<file path="config.mk">
export PLATFORM = sky130hd
export DESIGN_NAME = fab_osc_rst_seq
export DESIGN_NICKNAME = d
export VERILOG_FILES = /design/src/rtl/fab_osc_rst_seq.sv
export SDC_FILE = /design/constraint.sdc
export NUM_CORES = 1
export LEC_CHECK = 0
export CAP_MARGIN = 20
export CORE_ASPECT_RATIO = 1.25
export CORE_MARGIN = 4
export CORE_UTILIZATION = 45
export CTS_BUF_LIST = sky130_fd_sc_hd__clkbuf_8
export DETAILED_ROUTE_END_ITERATION = 8
export PLACE_DENSITY_LB_ADDON = 0.12
export SYNTH_ARGS = -nofsm -noshare
export SYNTH_HDL_FRONTEND = slang
export SYNTH_SLANG_ARGS = --single-unit
</file>
<file path="constraint.sdc">
create_clock -name CLK -period 2.1 [get_ports CLK]
set_input_delay 0.42 -clock CLK [delete_from_list [all_inputs] [get_ports CLK]]
set_output_delay 0.42 -clock CLK [all_outputs]
set_load 0.02 [all_outputs]
</file>
<file path="src/rtl/fab_osc_rst_seq.sv">
// Fabric reset sequencer: async-assert / sync-release of FAB_RESET_N after a startup delay,
// plus crystal qualification by edge counting when FAB_OSC_RST_SEQ_XTL_MON_EN is defined.
module fab_osc_rst_seq #(
    parameter int unsigned STARTUP_CYCLES = 1024,
    parameter int unsigned XTL_WINDOW     = 50000,
    parameter int unsigned XTL_MIN_EDGES  = 30,
    parameter int unsigned XTL_MAX_EDGES  = 36,
    parameter int unsigned SYNC_STAGES    = 2
) (
    input  logic        CLK,
    input  logic        RESETN,
    input  logic        XTL_IN,
    input  logic        SW_RST_REQ,
    output logic        FAB_RESET_N,
    output logic        READY,
    output logic        XTL_FAIL,
    output logic [15:0] EDGE_COUNT
);

    localparam logic [2:0]  RST_HOLD     = 3'd0;
    localparam logic [2:0]  STARTUP      = 3'd1;
    localparam logic [2:0]  MEASURE      = 3'd2;
    localparam logic [2:0]  RUN          = 3'd3;
    localparam logic [2:0]  FAIL         = 3'd4;
    localparam logic [15:0] STARTUP_LAST = 16'(STARTUP_CYCLES - 1);

    logic [2:0]  state;
    logic [15:0] startup_cnt;
    logic        restart;

    assign restart = SW_RST_REQ && (state != RST_HOLD);

`ifdef FAB_OSC_RST_SEQ_XTL_MON_EN
    localparam logic [19:0] WINDOW_LAST = 20'(XTL_WINDOW - 1);
    localparam logic [15:0] MIN_EDGES   = 16'(XTL_MIN_EDGES);
    localparam logic [15:0] MAX_EDGES   = 16'(XTL_MAX_EDGES);

    logic [SYNC_STAGES-1:0] sync_q;
    logic                   sync_prev;
    logic                   xtl_rise;
    logic                   measuring;
    logic                   window_end;
    logic                   in_range;
    logic                   fail_q;
    logic [19:0]            window_cnt;
    logic [15:0]            edge_cnt;
    logic [15:0]            edge_total;
    logic [15:0]            edge_count_q;

    // Synchroniser keeps running through restarts so no false edge appears on a SW reset.
    always_ff @(posedge CLK or negedge RESETN) begin
        if (!RESETN) begin
            sync_q    <= '0;
            sync_prev <= 1'b0;
        end else begin
            sync_q    <= {sync_q[SYNC_STAGES-2:0], XTL_IN};
            sync_prev <= sync_q[SYNC_STAGES-1];
        end
    end

    assign xtl_rise   = sync_q[SYNC_STAGES-1] & ~sync_prev;
    assign measuring  = (state == MEASURE) || (state == RUN) || (state == FAIL);
    assign window_end = measuring && (window_cnt == WINDOW_LAST);
    assign edge_total = (xtl_rise && (edge_cnt != 16'hFFFF)) ? edge_cnt + 16'd1 : edge_cnt;
    assign in_range   = (edge_total >= MIN_EDGES) && (edge_total <= MAX_EDGES);

    // NOTE: restart is tested before window_end so a SW reset on the last window cycle discards that window.
    always_ff @(posedge CLK or negedge RESETN) begin
        if (!RESETN) begin
            window_cnt   <= '0;
            edge_cnt     <= '0;
            edge_count_q <= '0;
        end else if (restart || !measuring) begin
            window_cnt <= '0;
            edge_cnt   <= '0;
        end else if (window_end) begin
            window_cnt   <= '0;
            edge_cnt     <= '0;
            edge_count_q <= edge_total;
        end else begin
            window_cnt <= window_cnt + 20'd1;
            edge_cnt   <= edge_total;
        end
    end

    assign EDGE_COUNT = edge_count_q;
    assign XTL_FAIL   = fail_q;
`else
    logic cfg_unused;

    assign cfg_unused = ^{XTL_IN, XTL_WINDOW, XTL_MIN_EDGES, XTL_MAX_EDGES, SYNC_STAGES, MEASURE, FAIL};
    assign EDGE_COUNT = '0;
    assign XTL_FAIL   = 1'b0;
`endif

    // NOTE: FAB_RESET_N is a flop output, so its release can only ever happen on a CLK edge.
    always_ff @(posedge CLK or negedge RESETN) begin
        if (!RESETN) begin
            state       <= RST_HOLD;
            startup_cnt <= '0;
            FAB_RESET_N <= 1'b0;
            READY       <= 1'b0;
`ifdef FAB_OSC_RST_SEQ_XTL_MON_EN
            fail_q      <= 1'b0;
`endif
        end else if (restart) begin
            state       <= STARTUP;
            startup_cnt <= '0;
            FAB_RESET_N <= 1'b0;
            READY       <= 1'b0;
`ifdef FAB_OSC_RST_SEQ_XTL_MON_EN
            fail_q      <= 1'b0;
`endif
        end else begin
            case (state)
                RST_HOLD: begin
                    state       <= STARTUP;
                    startup_cnt <= '0;
                end
                STARTUP: begin
                    if (startup_cnt == STARTUP_LAST) begin
                        FAB_RESET_N <= 1'b1;
`ifdef FAB_OSC_RST_SEQ_XTL_MON_EN
                        state       <= MEASURE;
`else
                        state       <= RUN;
                        READY       <= 1'b1;
`endif
                    end else begin
                        startup_cnt <= startup_cnt + 16'd1;
                    end
                end
`ifdef FAB_OSC_RST_SEQ_XTL_MON_EN
                MEASURE, RUN: begin
                    if (window_end) begin
                        if (in_range) begin
                            state <= RUN;
                            READY <= 1'b1;
                        end else begin
                            state  <= FAIL;
                            READY  <= 1'b0;
                            fail_q <= 1'b1;
                        end
                    end
                end
`endif
                default: ;
            endcase
        end
    end

endmodule
</file>
# After elaboration in Yosys (flattened, before gate mapping)
# Cells that the tools add are included.
# W data, S select, Z words.
# word_totals
ff_bits	20
word_cells	26
output_inout_bits	19
in_bits	4
# op_classes
addsub	1
eq_ne	4
n_reduce_logical	9
n_mux	9
# ops
cell	count
$mux W16	2
$pmux W16 S2	1
$add A16 B1 Y16 const B	1
$eq A16 B10 Y1 const B	1
$mux W3	2
$ne A3 B3 Y1 const B	2
$pmux W3 S2	1
$reduce_and A2 Y1	3
$reduce_bool A3 Y1	2
$reduce_bool A2 Y1	2
$eq A3 B1 Y1 const B	1
$logic_not A3 Y1	1
$mux W1	3
$logic_and A1 B1 Y1	1

# Longest topological paths before layout
# Gate-level depths: netlist of run 1.
# logic_depth
word_depth	4
ltp_mapped	6
mapped_depth_nobuf	6

# Worst setup path before layout of run 1
# No wires, ideal clock.
# synth_timing
path_kind	flip-flop to flip-flop
startpoint	register startup_cnt[13]
endpoint	register startup_cnt[4]
path_stages_with_launch	7
arrival_ns	1.974
period_less_slack_ns	2.092
required_time_ns	1.981
path_buffers	1
setup_slack_ns	0.008
setup_time_ns	0.119
path_cell_list	dfrtp_1 > or4_1 > or4_1 > buf_6 > o21ai_4 > nor3_1 > o21a_1
# synth_between
elab_chain_len	3
# synth_rtl
item	line	rtl
start, declared	28	logic [15:0] startup_cnt;
start signal, assigned	130	startup_cnt <= startup_cnt + 16'd1;
$eq A16 B10 Y1	121	if (startup_cnt == STARTUP_LAST) begin
$ne A3 B3 Y1 (no source line)	-	
$reduce_and A2 Y1 (no source line)	-	
# Every way passes these cells.
# A chain may end at the register's enable or synchronous reset.

# Worst setup path after layout of run 1
# Ends and elaborated chain as after synthesis.

==> impl_metrics.csv, run 1 <==
group,metric,value,unit
timing,final.period_utilization,100.1,%
global_routing,overflow,0,
setup_path,required,2.25,ns
hold_path,hold_class,"in2async",
power,swShare,25.41,%
floorplanning,die_y,64.46,um
synth,syn_area,1147,um^2
final_layout,fin_util,53.35,%
clocking,cts_root_buf,"clkbuf_8",
global_routing,grt_max_degree,20,
synth,yosys.area_share.simple,23.45,%
route,num_vias,875,
setup_path,path_common_cell,"or4_4",
synth,synth.area.mux_share,0,%
setup_path,cpPeakStageDelay,0.56,ns
floorplanning,core,2427,um^2
synth,ys_ff_latch,19,
clocking,clock_sinks,19,
synth,synth-edff-count,0,
clocking,cts_tree,"done",
clocking,htreeDepth,1,
route,route.detailed.drc,0,
final_layout,diodes,0,
setup_path,critical-path-top-delay-family,"simple AND/OR/NAND/NOR gates",
floorplanning,dieArea,3427,um^2
final_layout,nNetsFinal,147,
setup_path,arrival,2.25,ns
outcome,outcome,"complete, but fails checks",
floorplanning,ios,23,
synth,synth_top_family_by_area,"simple AND/OR/NAND/NOR gates",
global_routing,antenna_found_initial,0,
placement,place.gp.congestion,0.8140,
setup_path,path_buf_inv,0,
floorplanning,start_util,47.27,%
power,p_sw,0.0001749,W
timing,finalWorstSetupSlack,-0.001155,ns
synth,seq_area_frac_synth,41.44,%
power,p_comb_share,8.7,%
power,internal-power,0.0005132,W
global_routing,grt_pass1_vias,836,
route,vias_per_cell,5.029,
route,wirelength,2234,um
global_routing,track_usage,15.12,%
synth,yosysTopAreaCell,"dfrtp_1",
synth,synthTopCellsByArea,"dfrtp_1, buf_4, nor2_1, o21a_1, o21ai_0",
final_layout,instances_no_fill,174,
synth,yosysMostFrequentCell,"dfrtp_1",
clocking,clk_path_buf_depth,2,
placement,io_buffers,4,
global_routing,grt_pass1_wl,3781,um
route,dr.pass1.iters,4,
route,drt_iter0_drc,22,
setup_path,crit_type,"reg2reg",
final_layout,drive_above_1_share,17.73,%
placement,dpl.cell_count,167,
setup_path,worst_setup_path_start_kind,"flop",
synth,avgSynthCellArea,9.179,um^2
setup_path,cp-startpoint,"startup_cnt[13]",
job,maxCapViolCount,0,
synth,synthAdderAreaFrac,1.091,%
timing,drv_slew,0,
setup_path,r2r_start,"startup_cnt[13]",
setup_path,crit_path_max_fanout,8,
synth,synth_cell_types,36,
timing,rsz0062_at_grt,"yes",
synth,synthTopCellsByCount,"dfrtp_1, buf_4, nor2_1",
power,leakagePower,0.5544,nW
power,pwr-share-clk,36.8,%
synth,ys_warn_count,0,
setup_path,crit_path_top_delay_cell,"or4_4",
synth,async_flop_share,100.0,%
placement,place_ws,-0.1272,ns
route,ant_nets,0,
synth,syn_inst,125,
route,routedWlPerCell,12.84,um
setup_path,cp_cell_sequence,"or4_4, or4_4, o21ai_4, nor3_1, o21a_1",
timing,fmax,475.9,MHz
synth,synth_ff_type,"dfrtp_1",
placement,dp_hpwl,1679,um
synth,synth-compound-area-share,13.96,%
clocking,path_clk_slew,0.07,ns
outcome,failed_checks,"setup timing",
synth,synth_xor_area_share,5.344,%
power,power.density,531.3,nW/um^2
timing,fin_worst_skew,0.002184,ns
final_layout,syn_to_final_growth,12.87,%
floorplanning,num_rows,20,
timing,fin_crit,2.101,ns
timing,finalSetupViolations,1,
setup_path,cp-end-kind,"flop",
power,ir_drop,0.0004067,V
timing,hold_violations,0,
timing,fin_setup_tns,-0.001155,ns
clocking,numCtsBuffers,3,
synth,yosysTopAreaCellShare,41.44,%
clocking,clkLatencyLatePin,0.26,ns
power,power_frac_seq,54.6,%
floorplanning,die_w,53.17,um
[logic make-up after synthesis]
kind of cell             Yosys count
adder cells (fa/ha/maj)            1
XOR/XNOR                           7
AND/OR/NAND/NOR                   49
other                              1
buffers and inverters             24
flip-flops                        19
AO/OA/AOI/OAI                     24
[cell usage in the layout, fill, tap and decap left out, types with 3 or more instances in the layout]
master,n
o21a_1,5
clkbuf_8,3
o21ai_0,6
or3_1,3
clkdlybuf4s50_1,4
conb_1,17
xnor2_1,3
buf_4,12
nand4_1,3
a21oi_1,4
xor2_1,3
nor3_1,4
inv_1,5
dfrtp_1,19
nand2_1,7
nand3_1,4
nor2_1,12
[per-stage QoR]
step                      area [um^2]   power, W  hold WS [ns]
after CTS                        1266  0.0006969        0.4996
after global routing             1295  0.0007201        0.4992
after floorplan                  1207  0.0004459        0.1244
final                            1295  0.0006881        0.4959
after detailed placement         1206  0.0004414        0.4990
after global placement           1206  0.0004400        0.4866
[metal layers]
layer	vias to the layer above	GRT usage, %	part of all wire [%]
met1	428	18.01	43
met3	5	2.759	2.0
met2	9	24.84	53
met4	0	8.626	2.4
li1	433	-	-
met5	-	0	0
[cell type report]
cell class	count	area, um^2
clock buffer	3	41.29
clock inverter	1	3.754
fill	231	1132
inverter	4	15.01
multi-input combinational	98	588.1
sequential	19	475.5
tap	33	41.29
timing repair buffer	16	130.1
[worst register-to-register path, delay by kind of cell (launching register included)]
| family | cells | cell delay (ns) |
|---|---|---|
| AOI/OAI and AO/OA | 2 | 0.42 |
| DFF | 1 | 0.39 |
| and+or+nand+nor | 3 | 1.18 |
[flip-flops by register name (all words and copies together), names as in the netlist]
signal / cells
READY: 1
state: 2
startup_cnt: 16
[power groups by stage]
stage | Clock, W | Sequential, W | Combinational, W
after detailed placement | 0 | 0.000383 | 0.0000589
final | 0.000253 | 0.000375 | 0.0000597
after global placement | 0 | 0.000382 | 0.0000580
after floorplan | 0 | 0.000381 | 0.0000645
after CTS | 0.000263 | 0.000375 | 0.0000590
after global routing | 0.000278 | 0.000376 | 0.0000661
[final timing paths]
kind | cells past startpoint | endpoint | slack [ns]
worst max-delay path | 5 | startup_cnt[4] | -0.001
worst min-delay path | 2 | state[1] | 0.50
worst max register to register | 5 | startup_cnt[4] | -0.001
worst min register to register | 1 | state[0] | 0.51
max in group asynchronous | 2 | startup_cnt[0] | 1.40
min in group CLK | 1 | state[0] | 0.51
[what timing repair did]
| action | in CTS | in global routing |
|---|---|---|
| endpoints found under the setup margin | 12 | 11 |
| hold buffers | 0 | 0 |
| resized for setup | 2 | 3 |
| buffers inserted | 1 | 2 |
| pin swaps | 1 | 2 |
No activity file was read; power rests on OpenSTA's default activity.
==> run 2, diff against run 1 <==
- CTS_CLUSTER_DIAMETER: not set -> 30
- REMOVE_ABC_BUFFERS: not set -> 1
==> impl_metrics.csv, run 2 (synthesis results as in run 1) <==
group,metric,value,unit
outcome,outcome,"complete, but fails checks",
outcome,failed_checks,"setup timing",
global_routing,grt_pass1_wl,3712,um
timing,finalSetupViolations,6,
clocking,path_clk_slew,0.07,ns
setup_path,path_common_cell,"or4_4",
final_layout,top_register,"startup_cnt",
route,route.detailed.drc,0,
route,routedWlPerCell,12.66,um
floorplanning,die_w,53.17,um
floorplanning,core,2427,um^2
setup_path,required,2.29,ns
clocking,clk_path_buf_depth,2,
global_routing,grt_pass1_vias,830,
timing,fmax,469.0,MHz
placement,dpl.cell_count,167,
global_routing,overflow,0,
power,leakagePower,0.5595,nW
clocking,numCtsBuffers,3,
clocking,ctsHoldBuffers,0,
floorplanning,ios,23,
placement,placed_area,1206,um^2
route,ant_nets,0,
final_layout,largest_reg_flops,16,
clocking,clock_sinks,19,
setup_path,reg2reg_slack,-0.03,ns
timing,final.period_utilization,101.5,%
final_layout,drive_above_1_share,21.99,%
setup_path,crit_type,"reg2reg",
route,num_vias,886,
final_layout,layout_common_cells,"dfrtp_1, conb_1, nor2_1, buf_4, nand2_1",
clocking,clkLatencyLatePin,0.26,ns
power,ir_drop,0.0003829,V
job,maxCapViolCount,0,
route,wirelength,2202,um
power,power.density,519.7,nW/um^2
global_routing,track_usage,14.64,%
global_routing,antenna_found_initial,0,
route,dr.pass1.iters,4,
setup_path,cp_cell_sequence,"or4_4, or4_4, o21ai_4, buf_4, inv_2, a21oi_2",
placement,place.gp.congestion,0.8237,
placement,dp_hpwl,1631,um
final_layout,fill_cells,247,
timing,fin_crit,2.132,ns
clocking,htreeDepth,1,
placement,io_buffers,4,
final_layout,seq_area,475.5,um^2
final_layout,syn_to_final_growth,15.16,%
setup_path,critical-path-top-delay-family,"simple AND/OR/NAND/NOR gates",
setup_path,crit_path_max_fanout,8,
route,vias_per_cell,5.092,
timing,fin_worst_skew,0.007221,ns
floorplanning,dieArea,3427,um^2
timing,hold_violations,0,
setup_path,worst_setup_path_start_kind,"flop",
route,drt_iter0_drc,12,
final_layout,nNetsFinal,147,
clocking,cts_tree,"done",
floorplanning,num_rows,20,
floorplanning,start_util,47.27,%
timing,timing.hold.ws,0.4913,ns
setup_path,crit_path_top_delay_cell,"or4_4",
final_layout,largestRegisters,"startup_cnt x16, state x2, READY x1",
setup_path,cpPeakStageDelay,0.56,ns
floorplanning,die_y,64.46,um
clocking,cts_root_buf,"clkbuf_8",
timing,rsz0062_at_grt,"yes",
final_layout,mostFrequentLayoutCell,"dfrtp_1",
final_layout,design_area,1321,um^2
timing,finalWorstSetupSlack,-0.03211,ns
final_layout,multi_input_area,614.3,um^2
power,p_total,0.0006867,W
setup_path,arrival,2.33,ns
setup_path,cp-end-kind,"flop",
hold_path,hold_class,"in2async",
timing,drv_slew,0,
final_layout,instances_no_fill,174,
global_routing,grt_max_degree,20,
setup_path,path_buf_inv,2,
final_layout,diodes,0,
-- run 2: area by class of cell --
| type | instances | area share [%] |
|---|---|---|
| multi-input cells | 98 | 46.50 |
| flip-flops and latches | 19 | 35.98 |
| repair buffers | 16 | 9.848 |
| clock buffers | 3 | 3.125 |
| well taps | 33 | 3.125 |
| inverters | 4 | 1.136 |
| clock inverters | 1 | 0.2841 |
-- run 2: repair_timing --
item | CTS | global route
pin swaps | 2 | 5
endpoints found under the setup margin | 12 | 13
resized for setup | 3 | 11
setup buffers | 1 | 2
-- run 2: path summary, 6_finish.rpt --
kind,start,to,depth (start not counted)
worst min register to register,state[0],state[0],1
min in group CLK,state[0],state[0],1
worst max register to register,startup_cnt[13],startup_cnt[10],6
max in group asynchronous,RESETN,startup_cnt[7],2
worst max-delay path,startup_cnt[13],startup_cnt[10],6
worst min-delay path,RESETN,startup_cnt[11],2
-- run 2: metrics by stage --
| step | setup TNS, ns | utilization [%] | setup slack (ns) |
|---|---|---|---|
| 2_1_floorplan | -0.03196 | - | -0.02122 |
| 3_3_place_gp | -0.8762 | 49.69 | -0.1099 |
| 3_5_place_dp | -1.032 | 49.69 | -0.1189 |
| 4_1_cts | 0 | 52.47 | 0.0009699 |
| 5_1_grt | -0.9034 | 54.43 | -0.1308 |
| 6_report | -0.07902 | 54.43 | -0.03211 |
-- run 2: per-layer routing --
layer / vias to the layer above / GRT usage, % / share of wire (%)
met1: 427 / 19.00 / 41
met2: 19 / 22.83 / 51
met4: 0 / 7.348 / 3.0
met3: 8 / 2.759 / 4.6
met5: - / 0 / 0
li1: 432 / - / -
-- run 2: power breakdown --
part / leakage, nW / internal (W) / switching [W] / total (W)
combinational: 0.275 / 0.0000124 / 0.0000470 / 0.0000594
sequential: 0.258 / 0.000371 / 0.00000519 / 0.000376
clock: 0.0269 / 0.000130 / 0.000121 / 0.000252
==> run 3, diff against run 2 <==
- SETUP_SLACK_MARGIN: not set -> 0.15
==> impl_metrics.csv, run 3 (synthesis results as in run 1) <==
group,metric,value,unit
timing,final.period_utilization,101.8,%
setup_path,arrival,2.33,ns
setup_path,worst_setup_path_start_kind,"flop",
setup_path,required,2.30,ns
global_routing,track_usage,14.64,%
outcome,outcome,"complete, but fails checks",
timing,finalWorstSetupSlack,-0.03864,ns
setup_path,crit_path_max_fanout,8,
setup_path,cp_cell_sequence,"or4_4, or4_4, o21ai_4, buf_4, inv_2, a21oi_2",
placement,dpl.cell_count,167,
power,leakagePower,0.5665,nW
clocking,cts_root_buf,"clkbuf_8",
floorplanning,die_w,53.17,um
clocking,clock_sinks,19,
floorplanning,dieArea,3427,um^2
setup_path,cp-end-kind,"flop",
outcome,failed_checks,"setup timing",
setup_path,path_common_cell,"or4_4",
timing,hold_violations,0,
route,routedWlPerCell,12.83,um
timing,fmax,467.6,MHz
timing,timing.hold.ws,0.4894,ns
final_layout,diodes,0,
power,p_sw,0.0001763,W
route,num_vias,899,
final_layout,drive_above_1_share,23.94,%
final_layout,largest_reg_flops,16,
clocking,clk_path_buf_depth,2,
clocking,ctsHoldBuffers,0,
final_layout,layout_common_cells,"dfrtp_1, conb_1, nor2_1, buf_4, nand2_1",
clocking,htreeDepth,1,
clocking,numCtsBuffers,3,
timing,fin_crit,2.139,ns
route,drt_iter0_drc,17,
placement,dp_hpwl,1631,um
global_routing,grt_pass1_vias,830,
placement,io_buffers,4,
power,internal-power,0.0005131,W
floorplanning,num_rows,20,
route,ant_nets,0,
timing,fin_worst_skew,0.009319,ns
power,swShare,25.58,%
final_layout,mostFrequentLayoutCell,"dfrtp_1",
final_layout,top_register,"startup_cnt",
setup_path,cpPeakStageDelay,0.56,ns
floorplanning,start_util,47.27,%
floorplanning,core,2427,um^2
setup_path,path_buf_inv,2,
clocking,cts_tree,"done",
setup_path,reg2reg_slack,-0.04,ns
setup_path,critical-path-top-delay-family,"simple AND/OR/NAND/NOR gates",
setup_path,crit_type,"reg2reg",
global_routing,antenna_found_initial,0,
route,route.detailed.drc,0,
timing,finalSetupViolations,6,
setup_path,crit_path_top_delay_cell,"or4_4",
setup_path,r2r_start,"startup_cnt[13]",
final_layout,syn_to_final_growth,17.23,%
final_layout,nNetsFinal,148,
timing,drv_slew,0,
global_routing,grt_max_degree,20,
setup_path,worstRegToRegCells,6,
floorplanning,ios,23,
hold_path,hold_class,"in2async",
clocking,path_clk_slew,0.08,ns
setup_path,cp-startpoint,"startup_cnt[13]",
power,p_total,0.0006895,W
power,ir_drop,0.0003996,V
power,pwr-share-clk,36.8,%
power,power_frac_seq,54.5,%
final_layout,instances_no_fill,175,
route,vias_per_cell,5.137,
placement,place.gp.congestion,0.8237,
floorplanning,die_y,64.46,um
clocking,clkLatencyLatePin,0.26,ns
timing,rsz0062_at_grt,"yes",
final_layout,largestRegisters,"startup_cnt x16, state x2, READY x1",
job,maxCapViolCount,0,
power,power.density,512.6,nW/um^2
route,dr.pass1.iters,4,
global_routing,overflow,0,
setup_path,path_depth,6,
global_routing,grt_pass1_wl,3712,um
power,p_comb_share,8.7,%
route,wirelength,2246,um
[run 3: cell types whose count changed in the layout (fill, tap and decap cells not counted), sizes merged]
| cell | previous run | this run |
|---|---|---|
| buf | 12 | 13 |
[run 3: cell type report]
cell class              instances  area (um^2)
fillers                       244         1082
multi-input cells              98        626.9
flip-flops and latches         19        475.5
repair buffers                 17        141.4
clock buffers                   3        41.29
well taps                      33        41.29
inverters                       4        15.01
clock inverters                 1        3.754
[run 3: path summary, 6_finish.rpt]
path	endpoint
hold reg to reg	state[0]
setup reg to reg	startup_cnt[10]
max in group asynchronous	startup_cnt[7]
min in group CLK	state[0]
setup / recovery	startup_cnt[10]
hold / removal	startup_cnt[11]
[run 3: power groups by stage]
stage	sequential (W)	clock (W)	combinational [W]
6_report	0.000376	0.000254	0.0000597
5_1_grt	0.000377	0.000273	0.0000658
4_1_cts	0.000376	0.000255	0.0000587
3_5_place_dp	0.000383	0	0.0000585
3_3_place_gp	0.000382	0	0.0000576
2_1_floorplan	0.000381	0	0.0000397
[run 3: through the flow]
| step | setup TNS [ns] | instance area [um^2] | setup WS [ns] | util, % |
|---|---|---|---|---|
| after floorplan | -0.03196 | 1057 | -0.02122 | - |
| after global placement | -0.8762 | 1206 | -0.1099 | 49.69 |
| after detailed placement | -1.032 | 1206 | -0.1189 | 49.69 |
| after CTS | 0 | 1274 | 0.0002025 | 52.47 |
| after global routing | -0.9043 | 1345 | -0.1290 | 55.41 |
| final | -0.1120 | 1345 | -0.03864 | 55.41 |
[run 3: layer usage]
metal / global-route usage [%] / up-vias / routed length, um
li1: - / 438 / -
met1: 19.00 / 430 / 944
met2: 22.83 / 21 / 1121
met3: 2.759 / 10 / 93
met4: 7.348 / 0 / 87
met5: 0 / - / 0
[run 3: worst reg2reg max path, delay by kind of cell, from the launching register on]
family | cells | cell delay (ns)
flops | 1 | 0.39
compound gates | 2 | 0.38
buf+inv | 2 | 0.21
simple gates | 2 | 1.10
[run 3: what timing repair did]
item / 4_1_cts / 5_1_grt
resized for setup: 3 / 14
pin swaps: 2 / 7
buffers inserted: 1 / 3
cloned: 0 / 0
endpoints found under the setup margin: 14 / 15
